## src/rtl/mult_arbiter_pkg.sv

```systemverilog
// Shared types and constants for the two-requester shift-add multiplier arbiter.
package mult_arbiter_pkg;

  localparam int L_WORD_DEFAULT = 4;

  typedef enum logic [1:0] {
    IDLE = 2'd0,
    MULT = 2'd1,
    DONE = 2'd2
  } state_t;

  typedef logic req_id_t;

endpackage

```

## src/rtl/mult_arbiter_shift_add_dp.sv

```systemverilog
// Shift-add multiplier datapath: multiplicand, multiplier and accumulator registers.
module mult_shift_add_dp
  import mult_arbiter_pkg::*;
#(
  parameter int L_word = L_WORD_DEFAULT
) (
  input  logic                  i_clk,
  input  logic                  i_clear,
  input  logic                  i_load,
  input  logic                  i_step,
  input  logic [L_word-1:0]     i_a,
  input  logic [L_word-1:0]     i_b,
  output logic                  o_multiplier_zero,
  output logic [2*L_word-1:0]   o_acc
);

  logic [2*L_word-1:0] r_mcand;
  logic [L_word-1:0]   r_mplier;
  logic [2*L_word-1:0] r_acc;

  always_ff @(posedge i_clk) begin
    if (i_clear) begin
      r_mcand  <= '0;
      r_mplier <= '0;
      r_acc    <= '0;
    end else if (i_load) begin
      r_mcand  <= {{L_word{1'b0}}, i_a};
      r_mplier <= i_b;
      r_acc    <= '0;
    end else if (i_step) begin
      if (r_mplier[0]) r_acc <= r_acc + r_mcand;
      r_mplier <= r_mplier >> 1;
      r_mcand  <= r_mcand << 1;
    end
  end

  // True when the step taken on this edge leaves the multiplier at zero.
  assign o_multiplier_zero = (r_mplier[L_word-1:1] == '0);
  assign o_acc             = r_acc;

endmodule

```

## src/rtl/mult_arbiter.sv

```systemverilog
// Round-robin arbiter sharing one shift-add multiplier between two requesters.
// Optional zero-operand bypass: define MULT_ARB_ZERO_BYPASS_EN.
module mult_arbiter
  import mult_arbiter_pkg::*;
#(
  parameter int L_word = L_WORD_DEFAULT
) (
  input  logic                  clock,
  input  logic                  reset,
  input  logic                  req0_valid,
  input  logic                  req1_valid,
  output logic                  req0_ready,
  output logic                  req1_ready,
  input  logic [L_word-1:0]     req0_a,
  input  logic [L_word-1:0]     req0_b,
  input  logic [L_word-1:0]     req1_a,
  input  logic [L_word-1:0]     req1_b,
  output logic                  resp0_valid,
  output logic                  resp1_valid,
  output logic [2*L_word-1:0]   resp0_product,
  output logic [2*L_word-1:0]   resp1_product,
  output logic                  busy
);

  localparam int CW = $clog2(L_word);
  localparam logic [CW-1:0] LAST_STEP = CW'(L_word - 1);

  state_t              r_state, w_next;
  logic                r_ptr;
  req_id_t             r_id;
  logic                r_b_zero;
  logic [CW-1:0]       r_cnt;
  logic                r_resp0_valid, r_resp1_valid;
  logic [2*L_word-1:0] r_resp0_product, r_resp1_product;

  req_id_t             w_sel;
  logic                w_any;
  logic [L_word-1:0]   w_a, w_b;
  logic                w_load, w_step, w_deliver, w_accept;
  logic                w_mplier_zero;
  logic [2*L_word-1:0] w_acc;

  // Handshake: reqN_ready is high only in IDLE, only for the arbitration winner,
  // and only while that requester is valid; a transfer happens on any edge
  // where reqN_valid && reqN_ready. A waiting requester must keep valid high.
  assign w_any = req0_valid | req1_valid;
  assign w_sel = (req0_valid && req1_valid) ? r_ptr : req1_valid;
  assign w_a   = w_sel ? req1_a : req0_a;
  assign w_b   = w_sel ? req1_b : req0_b;

`ifdef MULT_ARB_ZERO_BYPASS_EN
  logic w_operand_zero;
  assign w_operand_zero = (w_a == '0) || (w_b == '0);
`endif

  always_comb begin
    w_next     = r_state;
    w_load     = 1'b0;
    w_step     = 1'b0;
    w_deliver  = 1'b0;
    w_accept   = 1'b0;
    req0_ready = 1'b0;
    req1_ready = 1'b0;
    unique case (r_state)
      IDLE: begin
        if (!reset && w_any) begin
          req0_ready = ~w_sel;
          req1_ready = w_sel;
          w_accept   = 1'b1;
          w_load     = 1'b1;
`ifdef MULT_ARB_ZERO_BYPASS_EN
          w_next     = w_operand_zero ? DONE : MULT;
`else
          w_next     = MULT;
`endif
        end
      end
      MULT: begin
        w_step = 1'b1;
        // A zero multiplier runs the full word width instead of stopping early.
        if (r_b_zero ? (r_cnt == LAST_STEP) : w_mplier_zero) w_next = DONE;
      end
      DONE: begin
        w_deliver = 1'b1;
        w_next    = IDLE;
      end
      default: w_next = IDLE;
    endcase
  end

  always_ff @(posedge clock) begin
    if (reset) begin
      r_state         <= IDLE;
      r_ptr           <= 1'b0;
      r_id            <= 1'b0;
      r_b_zero        <= 1'b0;
      r_cnt           <= '0;
      r_resp0_valid   <= 1'b0;
      r_resp1_valid   <= 1'b0;
      r_resp0_product <= '0;
      r_resp1_product <= '0;
    end else begin
      r_state       <= w_next;
      r_resp0_valid <= 1'b0;
      r_resp1_valid <= 1'b0;
      if (w_accept) begin
        r_id     <= w_sel;
        r_ptr    <= ~w_sel;
        r_b_zero <= (w_b == '0);
        r_cnt    <= '0;
      end else if (w_step) begin
        r_cnt <= r_cnt + 1'b1;
      end
      if (w_deliver) begin
        if (r_id) begin
          r_resp1_product <= w_acc;
          r_resp1_valid   <= 1'b1;
        end else begin
          r_resp0_product <= w_acc;
          r_resp0_valid   <= 1'b1;
        end
      end
    end
  end

  mult_shift_add_dp #(.L_word(L_word)) u_dp (
    .i_clk             (clock),
    .i_clear           (reset),
    .i_load            (w_load),
    .i_step            (w_step),
    .i_a               (w_a),
    .i_b               (w_b),
    .o_multiplier_zero (w_mplier_zero),
    .o_acc             (w_acc)
  );

  assign resp0_valid   = r_resp0_valid;
  assign resp1_valid   = r_resp1_valid;
  assign resp0_product = r_resp0_product;
  assign resp1_product = r_resp1_product;
  assign busy          = (r_state != IDLE) && !reset;

endmodule

```

## config.mk

```make
export PLATFORM = sky130hd
export DESIGN_NAME = mult_arbiter
export DESIGN_NICKNAME = d
export VERILOG_FILES = /design/src/rtl/mult_arbiter_pkg.sv /design/src/rtl/mult_arbiter_shift_add_dp.sv /design/src/rtl/mult_arbiter.sv
export SDC_FILE = /design/constraint.sdc
export NUM_CORES = 1
export LEC_CHECK = 0
export ABC_AREA = 1
export BUFFER_PORTS_ARGS = -buffer_cell sky130_fd_sc_hd__buf_2
export CORE_ASPECT_RATIO = 0.6
export CORE_MARGIN = 4
export CORE_UTILIZATION = 50
export CTS_CLUSTER_DIAMETER = 50
export DETAILED_ROUTE_END_ITERATION = 12
export GPL_TIMING_DRIVEN = 0
export PLACE_DENSITY_LB_ADDON = 0.3
export SKIP_LAST_GASP = 1
export SLEW_MARGIN = 20
export SYNTH_ARGS = -nofsm -noshare
export SYNTH_HDL_FRONTEND = slang
export SYNTH_SLANG_ARGS = --single-unit
```

## constraint.sdc

```tcl
create_clock -name clock -period 3.8 [get_ports clock]
set_input_delay 0.38 -clock clock [delete_from_list [all_inputs] [get_ports clock]]
set_output_delay 0.38 -clock clock [all_outputs]
set_load 0.03 [all_outputs]
```

==> reports/results.ini <==
[worst_setup_path]
cp.required_ns=3.42
r2r_cells=11
cpPeakStageDelay_ns=0.35
cp_cell_sequence=nor2_1 > o21ai_1 > nor2_2 > nand2_1 > inv_1 > buf_2
endpoint=req0_ready
critPathMaxFanout=7
cp_slowest_cell=dfxtp_1
cp_top_family=simple AND/OR/NAND/NOR gates
rr_endpoint=u_dp.o_acc[6]
crit_path_start_kind=flop
crit_buf_inv=2
path_depth=6
reg2reg_from=u_dp.r_mcand[0]
worst_setup_path_end_kind=output port
critical_path_class=reg2out
crit_arrival_ns=1.66
startpoint=r_state[1]
r2r_slack_ns=2.11

[drt]
drt-total-wl_mm=5.03
ant_nets=0
drc=0
vias=2052
wl_per_cell_um=12.1
vias_per_cell=4.92
first_pass_iters=4
drt_iter0_markers=104

[power]
leakagePower_nw=1.26
p_per_area_nw_per_um2=457
vdd_drop_max_uv=228

[synth]
synth_top_family_by_area=simple AND/OR/NAND/NOR gates
synthArstFlopShare=0
yosys_warnings=0
avgSynthCellArea_um2=7.06
syn-cell-area_um2=2190
synth_compound_area_frac=0.163
synth_seq_cells=45
synthXorXnorAreaFrac=0.0160
synth.distinct_cells=27
synth_fp_nets=339
synth-edff-count=0
synth.area.mux_share=0
ys_seq_area_frac=0.412
synth_fa_ha_area_frac=0.0549
synth_top_flop_cell=dfxtp_1
yosys.area_share.simple=0.246
synthesis.instances=310

[sta]
period_needed_ns=2.04
tightestPinTransition_ns=0.449
setup_ws_ns=1.76
hold_ws_ns=0.405
fin_worst_skew_ns=0.00508
relSlewSlack=0.701
hold_viol_final=0
finalMaxSlewViolations=0
max_freq_mhz=491
rsz0062_at_grt=false
period_share=0.536
setup_violations=0
fin_tns_setup_ns=0

[clock_tree]
clk_pin_slew_ns=0.09
htree_levels=2
tritoncts=built
cts-buffers-inserted=5
postCtsHoldBufs=0
clk_path_buf_depth=2
post_cts_resized=0
postCtsSetupBuffers=0
clock_sinks=45
clock_latency_ns=0.30
root_buffer=clkbuf_8

[min_path]
hp-class=in2reg
whs_path_depth=5

[grt]
antenna_found_initial=0
grt_pass1_wl_mm=8.47
grt_max_degree=15
grt_pass1_vias=1856
grt_usage=0.196
overflow=0

[place]
gp_congestion=0.871
port_buffers=39
dpl.hpwl_mm=3.83
pre_cts_ws_ns=2.09

[floorplan]
start_util=0.525
die_y_um=59.2
fp.dieW_um=93.4
ios=41
core_um2=4170
num_rows=18
dieArea_um2=5530

[cells_and_area]
drive_above_1_share=0.185
final_common_cell=nand2_1
area_growth_pct=17.4
nFillCells=400
antennaDiodeCount=0
nNetsFinal=385
layout_common_cells=77 x nand2_1, 45 x dfxtp_1, 43 x inv_1, 42 x buf_2, 31 x a21oi_1

[run]
drv_cap=0

[outcome]
outcome=complete, no violations

cell families after synthesis:
logic type,after synthesis
buffers and inverters,59
flip-flops,45
AND/OR/NAND/NOR,127
XOR/XNOR,4
adder cells (fa/ha/maj),9
AO/OA/AOI/OAI,66
Yosys cell counts (4+ instances only):
| master | number | share of area |
|---|---|---|
| a21oi_1 | 31 | 0.071 |
| clkbuf_1 | 4 | 0.0069 |
| dfxtp_1 | 45 | 0.41 |
| ha_1 | 8 | 0.046 |
| inv_1 | 43 | 0.074 |
| inv_2 | 6 | 0.010 |
| nand2_1 | 77 | 0.13 |
| nand3_1 | 22 | 0.050 |
| nor2_1 | 17 | 0.029 |
| o21a_1 | 6 | 0.021 |
| o21ai_0 | 19 | 0.043 |
| o21ai_1 | 7 | 0.016 |
how the worst min path moves through the flow:
stage | start | to | slack [ns]
final | req0_a[0] | u_dp.r_mcand[0] | 0.40
after global routing | req0_a[0] | u_dp.r_mcand[0] | 0.41
after CTS | req0_a[0] | u_dp.r_mcand[0] | 0.40
after detailed placement | resp0_product[2] | resp0_product[2] | 0.43
after global placement | resp0_product[3] | resp0_product[3] | 0.43
after floorplan | r_b_zero | r_b_zero | 0.44
tightest hold or removal path, stage by stage:
cell and delay [ns]:
buf_2 0.09, nand2_1 0.05, nand2_1 0.04, nand2_1 0.05, a21oi_1 0.05
where the power goes:
| part | total (W) | internal (W) | switching (W) | leakage [nW] |
|---|---|---|---|---|
| Clock | 0.000367 | 0.000198 | 0.000170 | 0.0554 |
| Combinational | 0.000271 | 0.0000908 | 0.000180 | 0.839 |
| Sequential | 0.000536 | 0.000509 | 0.0000265 | 0.366 |
per-layer routing:
metal,vias up,wire length (um),track usage
met4,0,28,0.0564
met3,3,391,0.0419
met5,-,0,0
met2,72,2080,0.286
met1,903,2530,0.292
li1,1074,-,-
layout make-up:
class	count	area, um2	share of cell area
multi-input combinational	206	1050	0.409
sequential	45	901	0.351
timing repair buffer	39	195	0.0759
inverter	49	184	0.0716
tap	60	75.1	0.0292
clock buffer	6	72.6	0.0282
buffer	10	52.6	0.0204
clock inverter	2	38.8	0.0151
flip-flops by register name, indices dropped and copies added, names as in the netlist:
name,count
r_id,1
u_dp.o_acc,8
r_b_zero,1
u_dp.r_mcand,8
resp1_product,8
r_ptr,1
r_state,2
resp0_product,8
resp0_valid,1
r_cnt,2
u_dp.r_mplier,4
resp1_valid,1
per-stage QoR:
stage / std cells / area, um2 / util / total power [W]
2_1_floorplan: 310 / 2190 / - / 0.000739
3_3_place_gp: 409 / 2460 / 0.590 / 0.000807
3_5_place_dp: 409 / 2460 / 0.590 / 0.000814
4_1_cts: 417 / 2570 / 0.617 / 0.00118
5_1_grt: 417 / 2570 / 0.617 / 0.00124
6_report: 417 / 2570 / 0.617 / 0.00117
Note: power is estimated with default switching activity, not from simulation.
